### config.mk
export PLATFORM = sky130hd
export DESIGN_NAME = instr_fifo_wr_arb
export DESIGN_NICKNAME = d
export VERILOG_FILES = /design/src/rtl/instr_fifo_pkg.sv /design/src/rtl/rr_pick.sv /design/src/rtl/instr_fifo_wr_arb.sv
export SDC_FILE = /design/constraint.sdc
export NUM_CORES = 1
export LEC_CHECK = 0
export ABC_AREA = 0
export CAP_MARGIN = 20
export CORE_MARGIN = 1
export CORE_UTILIZATION = 45
export DETAILED_ROUTE_END_ITERATION = 8
export GPL_TIMING_DRIVEN = 0
export PLACE_DENSITY = 0.91
export SLEW_MARGIN = 20
export SYNTH_ARGS = -nofsm -noshare
export SYNTH_HDL_FRONTEND = slang
export SYNTH_HIERARCHICAL = 1
export SYNTH_SLANG_ARGS = --single-unit
### constraint.sdc
create_clock -name i_clk -period 3.3 [get_ports i_clk]
set_input_delay 0.495 -clock i_clk [delete_from_list [all_inputs] [get_ports i_clk]]
set_output_delay 0.495 -clock i_clk [all_outputs]
set_load 0.02 [all_outputs]
### src/rtl/instr_fifo_pkg.sv
// rtl/instr_fifo_pkg.sv - shared types, constants and helpers for the instr_fifo write side
package instr_fifo_pkg;

    typedef enum logic {
        ARB_IDLE  = 1'b0,
        ARB_BURST = 1'b1
    } arb_state_t;

    localparam int BEAT_CNT_W = 16;

    // Next round-robin pointer, wrapping modulo n (n is at most 8).
    function automatic logic [2:0] rr_next(input logic [2:0] ptr, input int n);
        if (int'(ptr) >= n - 1) begin
            return 3'd0;
        end
        return ptr + 3'd1;
    endfunction

endpackage

### src/rtl/rr_pick.sv
// rtl/rr_pick.sv - combinational round-robin priority encoder
// Ports:
//   i_req     [NUM_REQ]  request vector
//   i_ptr     [ID_W]     highest-priority index this cycle
//   o_gnt_idx [ID_W]     first requester at or after i_ptr, wrapping
//   o_any                at least one request is set
module rr_pick #(
    parameter int NUM_REQ = 4,
    parameter int ID_W    = (NUM_REQ > 1) ? $clog2(NUM_REQ) : 1
) (
    input  logic [NUM_REQ-1:0] i_req,
    input  logic [ID_W-1:0]    i_ptr,
    output logic [ID_W-1:0]    o_gnt_idx,
    output logic               o_any
);
    import instr_fifo_pkg::*;

    localparam logic [ID_W:0] NREQ_W = (ID_W + 1)'(NUM_REQ);

    logic [ID_W:0]   w_sum;
    logic [ID_W-1:0] w_idx;

    // Walk offsets from farthest to nearest so the nearest requester to
    // i_ptr is the last assignment and therefore wins.
    always_comb begin
        o_gnt_idx = '0;
        o_any     = 1'b0;
        w_sum     = '0;
        w_idx     = '0;
        for (int k = NUM_REQ - 1; k >= 0; k--) begin
            w_sum = {1'b0, i_ptr} + (ID_W + 1)'(k);
            if (w_sum >= NREQ_W) begin
                w_sum = w_sum - NREQ_W;
            end
            w_idx = w_sum[ID_W-1:0];
            if (i_req[w_idx]) begin
                o_gnt_idx = w_idx;
                o_any     = 1'b1;
            end
        end
    end

endmodule

### src/rtl/instr_fifo_wr_arb.sv
// rtl/instr_fifo_wr_arb.sv - round-robin burst arbiter for the instr_fifo write port
// Ports:
//   i_clk, i_rst                  clock, synchronous active-high reset
//   i_req_valid/last [NUM_REQ]    per-producer stream valid / last beat
//   i_req_data [NUM_REQ*DW]       producer i at [i*DW +: DW]
//   o_req_ready [NUM_REQ]         per-producer accept strobe
//   i_fifo_full/empty/rr          FIFO status and observed consumer read
//   o_fifo_din, o_fifo_wr         FIFO write data and strobe
//   o_grant_id, o_busy            current owner, burst grant held
//   o_beat_cnt                    saturating count of accepted beats
module instr_fifo_wr_arb
    import instr_fifo_pkg::*;
#(
    parameter int NUM_REQ    = 4,
    parameter int DATA_WIDTH = 8,
    parameter int MAX_BURST  = 4,
    localparam int ID_W      = (NUM_REQ > 1) ? $clog2(NUM_REQ) : 1
) (
    input  logic                          i_clk,
    input  logic                          i_rst,
    input  logic [NUM_REQ-1:0]            i_req_valid,
    input  logic [NUM_REQ-1:0]            i_req_last,
    input  logic [NUM_REQ*DATA_WIDTH-1:0] i_req_data,
    output logic [NUM_REQ-1:0]            o_req_ready,
    input  logic                          i_fifo_full,
    input  logic                          i_fifo_empty,
    input  logic                          i_fifo_rr,
    output logic [DATA_WIDTH-1:0]         o_fifo_din,
    output logic                          o_fifo_wr,
    output logic [ID_W-1:0]               o_grant_id,
    output logic                          o_busy,
    output logic [BEAT_CNT_W-1:0]         o_beat_cnt
);

    localparam logic [3:0] BURST_LAST = 4'(MAX_BURST - 1);

    arb_state_t              r_state;
    arb_state_t              w_state_nxt;
    logic [ID_W-1:0]         r_grant_id;
    logic [ID_W-1:0]         r_rr_ptr;
    logic [3:0]              r_burst_cnt;
    logic [BEAT_CNT_W-1:0]   r_beat_cnt;

    logic [ID_W-1:0]         w_pick_idx;
    logic                    w_pick_any;
    logic                    w_busy;
    logic                    w_blk;
    logic                    w_own_valid;
    logic                    w_own_last;
    logic [DATA_WIDTH-1:0]   w_own_data;
    logic                    w_accept;
    logic                    w_release;

    rr_pick #(
        .NUM_REQ (NUM_REQ),
        .ID_W    (ID_W)
    ) u_rr_pick (
        .i_req     (i_req_valid),
        .i_ptr     (r_rr_ptr),
        .o_gnt_idx (w_pick_idx),
        .o_any     (w_pick_any)
    );

    assign w_busy = (r_state == ARB_BURST);

    // A consumer read on a non-empty FIFO takes priority there and would
    // silently drop a simultaneous write, so hold the producer instead.
    assign w_blk = i_fifo_full | (i_fifo_rr & ~i_fifo_empty);

    always_comb begin
        w_own_valid = 1'b0;
        w_own_last  = 1'b0;
        w_own_data  = '0;
        for (int i = 0; i < NUM_REQ; i++) begin
            if (r_grant_id == ID_W'(i)) begin
                w_own_valid = i_req_valid[i];
                w_own_last  = i_req_last[i];
                w_own_data  = i_req_data[i*DATA_WIDTH +: DATA_WIDTH];
            end
        end
    end

    assign w_accept  = w_busy & ~w_blk & w_own_valid;
    assign w_release = w_accept & (w_own_last | (r_burst_cnt == BURST_LAST));

    // Ready depends only on registered grant and FIFO status, never on req_*.
    always_comb begin
        o_req_ready = '0;
        if (w_busy && !w_blk) begin
            o_req_ready[r_grant_id] = 1'b1;
        end
    end

    always_comb begin
        w_state_nxt = r_state;
        case (r_state)
            ARB_IDLE:  if (w_pick_any) w_state_nxt = ARB_BURST;
            ARB_BURST: if (w_release)  w_state_nxt = ARB_IDLE;
            default:   w_state_nxt = ARB_IDLE;
        endcase
    end

    always_ff @(posedge i_clk) begin
        if (i_rst) begin
            r_state     <= ARB_IDLE;
            r_grant_id  <= '0;
            r_rr_ptr    <= '0;
            r_burst_cnt <= '0;
            r_beat_cnt  <= '0;
        end else begin
            r_state <= w_state_nxt;
            if (r_state == ARB_IDLE && w_pick_any) begin
                r_grant_id  <= w_pick_idx;
                r_burst_cnt <= '0;
            end
            if (w_accept) begin
                r_burst_cnt <= r_burst_cnt + 4'd1;
                if (r_beat_cnt != '1) begin
                    r_beat_cnt <= r_beat_cnt + 1'b1;
                end
            end
            if (w_release) begin
                r_rr_ptr <= ID_W'(rr_next(3'(r_grant_id), NUM_REQ));
            end
        end
    end

    assign o_fifo_wr  = w_accept;
    assign o_fifo_din = w_busy ? w_own_data : '0;
    assign o_grant_id = r_grant_id;
    assign o_busy     = w_busy;
    assign o_beat_cnt = r_beat_cnt;

endmodule
==> metrics.md <==
| Metric | Value |
|---|---|
| First-pass GRT wire length | `8.059 mm` |
| Crit end category | `output pin` |
| RSZ-0062 raised after global routing | `false` |
| Gpl congestion | `0.8800` |
| Fmax | `321.4 MHz` |
| Clock Skew | `5.958 ps` |
| FF+latch count, synth | `25` |
| Root buf cell | `clkbuf_8` |
| Slew @ Worst Pin | `650.6 ps` |
| Initial antenna violation count | `0` |
| Final-report hold violation count | `0` |
| CTS Buf Count | `3` |
| Worst r2r src | `o_grant_id[0]` |
| Port bufs | `75` |
| Hold Path Cell Cnt | `2` |
| 1st-iter DRT viols | `105` |
| Worst Hold Class | `reg -> reg` |
| Synth area leader | `dfxtp_1` |
| Post-synthesis cell count | `221` |
| Fraction of layout cells with a size suffix above 1 | `0.04682` |
| Max-Cap Viols | `0` |
| Synth unique cells | `between 40 and 50` |
| Clk slew on worst S/H paths | `around 90 ps` |
| DP Wirelength | `3.774 mm` |
| Mapped Area | `1718 µm²` |
| Final Util | `0.7033` |
| Worst Path Arrival | `2620 ps` |
| DR DRC count | `0` |
| Vias in the first global route | `1,767` |
| VDD IR-drop max | `0.2275 mV` |
| Maximum net fanout on the critical path | `9` |
| Top delay family on crit path | `buffers and inverters` |
| Gr ovfl total | `0` |
| Die Span X | `63.79 µm` |
| TNS Setup | `0 ps` |
| Row count | `22` |
| IO Pins | `77` |
| Commonest cells post-synth | `dfxtp_1 (25), a21oi_1 (21), nor2_1 (20), nor2b_1 (20)` |
| CP startpoint kind | `flop` |
| ANT nets after route | `0` |
| Hold endpoint | `r_rr_ptr[0]` |
| Slew Limit Fails | `0` |
| EDFF count, synth | `0` |
| Final setup vio count | `0` |
| TritonRoute pass-1 iters | `4` |
| Placed Instance Area | `2529 µm²` |
| Post-synthesis async set-or-reset flop share | `0` |
| Rel. slew slack | `0.5663` |
| Syn avg cell area | `7.773 µm²` |
| CTS tree | `built` |
| Critical Path RT | `roughly 2800 ps` |
| Tcrit/Tclk final | `0.9428` |
| Clock latency on the worst-skew pair | `280 ps` |
| DR vias | `~1,900` |
| Post-synth top area share | `0.2913` |
| Worst R2R Setup Slack | `900 ps` |
| Hold_sp | `r_rr_ptr[0]` |
| Worst hold slack | `between 500 and 600 ps` |
| Pwr dens | `273.3 nW/µm²` |
| Critical path buffers and inverters | `2` |
| CP Cell Sequence | `inv_1 > ha_1 > and4bb_4 > a2111oi_4 > nor2_2 > clkdlybuf4s50_1` |
| Post-Route WL | `4.986 mm` |
| Drt wl/cell | `14.37 µm` |
| Avg Vias per Cell | `approximately 5.6` |
| Area contributors post-synth | `dfxtp_1 (29%), nor2b_1 (7.3%), a21oi_1 (6.1%), a221oi_1 (4.6%), ha_1 (4.4%)` |
| Nets | `351` |
| Full die area | `4069 µm²` |
| Count leader, synth | `dfxtp_1` |
| Sequential fraction of the synthesis area | `0.2913` |
| Critical path type | `reg -> out` |
| Status | `finished, final reports clean` |
| Slowest stage delay, CP | `around 590 ps` |
| Design Area, Final | `2575 µm²` |
| Core ar. | `3661 µm²` |
| Yosys synthesis warning count | `6` |
| H-tree levels | `1` |
| # diodes | `0` |
| Clk buf depth | `2` |
| Slowest stage cell on the critical path | `a2111oi_4` |
| Total setup buffers inserted after CTS | `0` |
| Synthesized netlist net count | `roughly 270` |
| Most used DFF post-synth | `dfxtp_1` |
| R2R depth | `7` |
| Total leakage power | `0.0009137 µW` |
| Largest net degree at the start of global routing | `16` |
| Initial Util | `0.4692` |
| FF-to-FF End | `o_beat_cnt[13]` |
| Total GRT Usage | `0.2446` |
| Die Height | `63.79 µm` |
| Minimum clock period | `~3100 ps` |
| Area delta synth->final | `49.89%` |
| CTS Sinks | `25` |
-- cell families (layout without fill, tap and decap cells) --
family / count (synthesis) / after routing / synth area share
and+or+nand+nor: 109 / 109 / 0.3569
AOI/OAI and AO/OA: 54 / 54 / 0.2178
DFF: 25 / 25 / 0.2913
buffers and inverters: 18 / 96 / 0.04079
adders and majority gates: 6 / 6 / 0.04370
xor gates and xnor gates: 5 / 5 / 0.02549
muxes: 4 / 4 / 0.02404
-- final cells by class --
cell class / count / area, µm²
buffer: 12 / 48.80
clock buffer: 3 / 41.29
clock inverter: 1 / 7.507
fill: 299 / 1086
inverter: 5 / 18.77
multi-input combinational: 178 / 1147
sequential: 25 / 500.5
tap: 48 / 60.06
timing repair buffer: 75 / 750.7
-- layer usage --
metal	GRT usage	up-vias	share of wire
met5	0	-	0
met4	0.04261	0	0.0088
met3	0.03571	5	0.056
met2	0.4269	61	0.49
met1	0.3201	905	0.45
li1	-	971	-
-- what timing repair did --
| item | 4_1_cts | 5_1_grt |
|---|---|---|
| hold buffers | 0 | 0 |
| gates resized for setup | 0 | 2 |
| endpoints found under the setup margin | 0 | 9 |
-- how the worst max path moves through the flow --
stage	start	to	slack, ps	depth (start not counted)
floorplan	o_grant_id[0]	o_fifo_din[6]	930	8
global placement	i_req_valid[0]	o_fifo_wr	300	5
detailed placement	i_req_valid[0]	o_fifo_wr	280	5
CTS	o_grant_id[0]	o_fifo_din[7]	60	9
global route	o_grant_id[0]	o_fifo_wr	20	6
finish	o_grant_id[0]	o_fifo_wr	190	6
-- tightest hold or removal path, delay by kind of cell, from the launching register on --
| kind | cells | cell delay (ps) |
|---|---|---|
| flip-flops | 1 | 350 |
| AO/OA/AOI/OAI | 1 | 50 |
| AND/OR/NAND/NOR | 1 | 70 |
-- flip-flops by register name (all words and copies together), names as in the netlist --
register / count
o_grant_id: 2
o_busy: 1
r_rr_ptr: 2
r_burst_cnt: 4
o_beat_cnt: 16
-- cells in the final DEF (no fill, tap or decap), types with 3 or more instances in the layout --
cell type and instances:
o21ai_0 7, buf_1 3, a221oi_1 9, a21oi_1 21, inv_1 5, nor4_1 4, nand2_1 11, nand2b_1 4
a31oi_1 5, and4_1 3, ha_1 6, or3_1 6, xnor2_1 4, mux2i_1 3, nand4_1 5, nor2b_1 20
clkbuf_8 3, nor2_1 20, clkbuf_1 6, and3_1 10, nand3_1 6, clkdlybuf4s50_1 75, dfxtp_1 25, nor3_1 11
-- report_power, final --
part           total [µW]  internal [µW]  switching, µW
clock                 188           85.8            103
combinational         206            110           95.1
sequential            310            306           4.23
-- stage by stage --
step	total power (µW)	setup WS [ps]	std cells
after floorplan	420.3	932.9	221
after global placement	517.3	297.2	344
after detailed placement	521.1	283.2	344
after CTS	704.9	64.25	348
after global routing	734.5	23.19	347
final	703.7	188.6	347
Note: power is estimated with default switching activity, not from simulation.
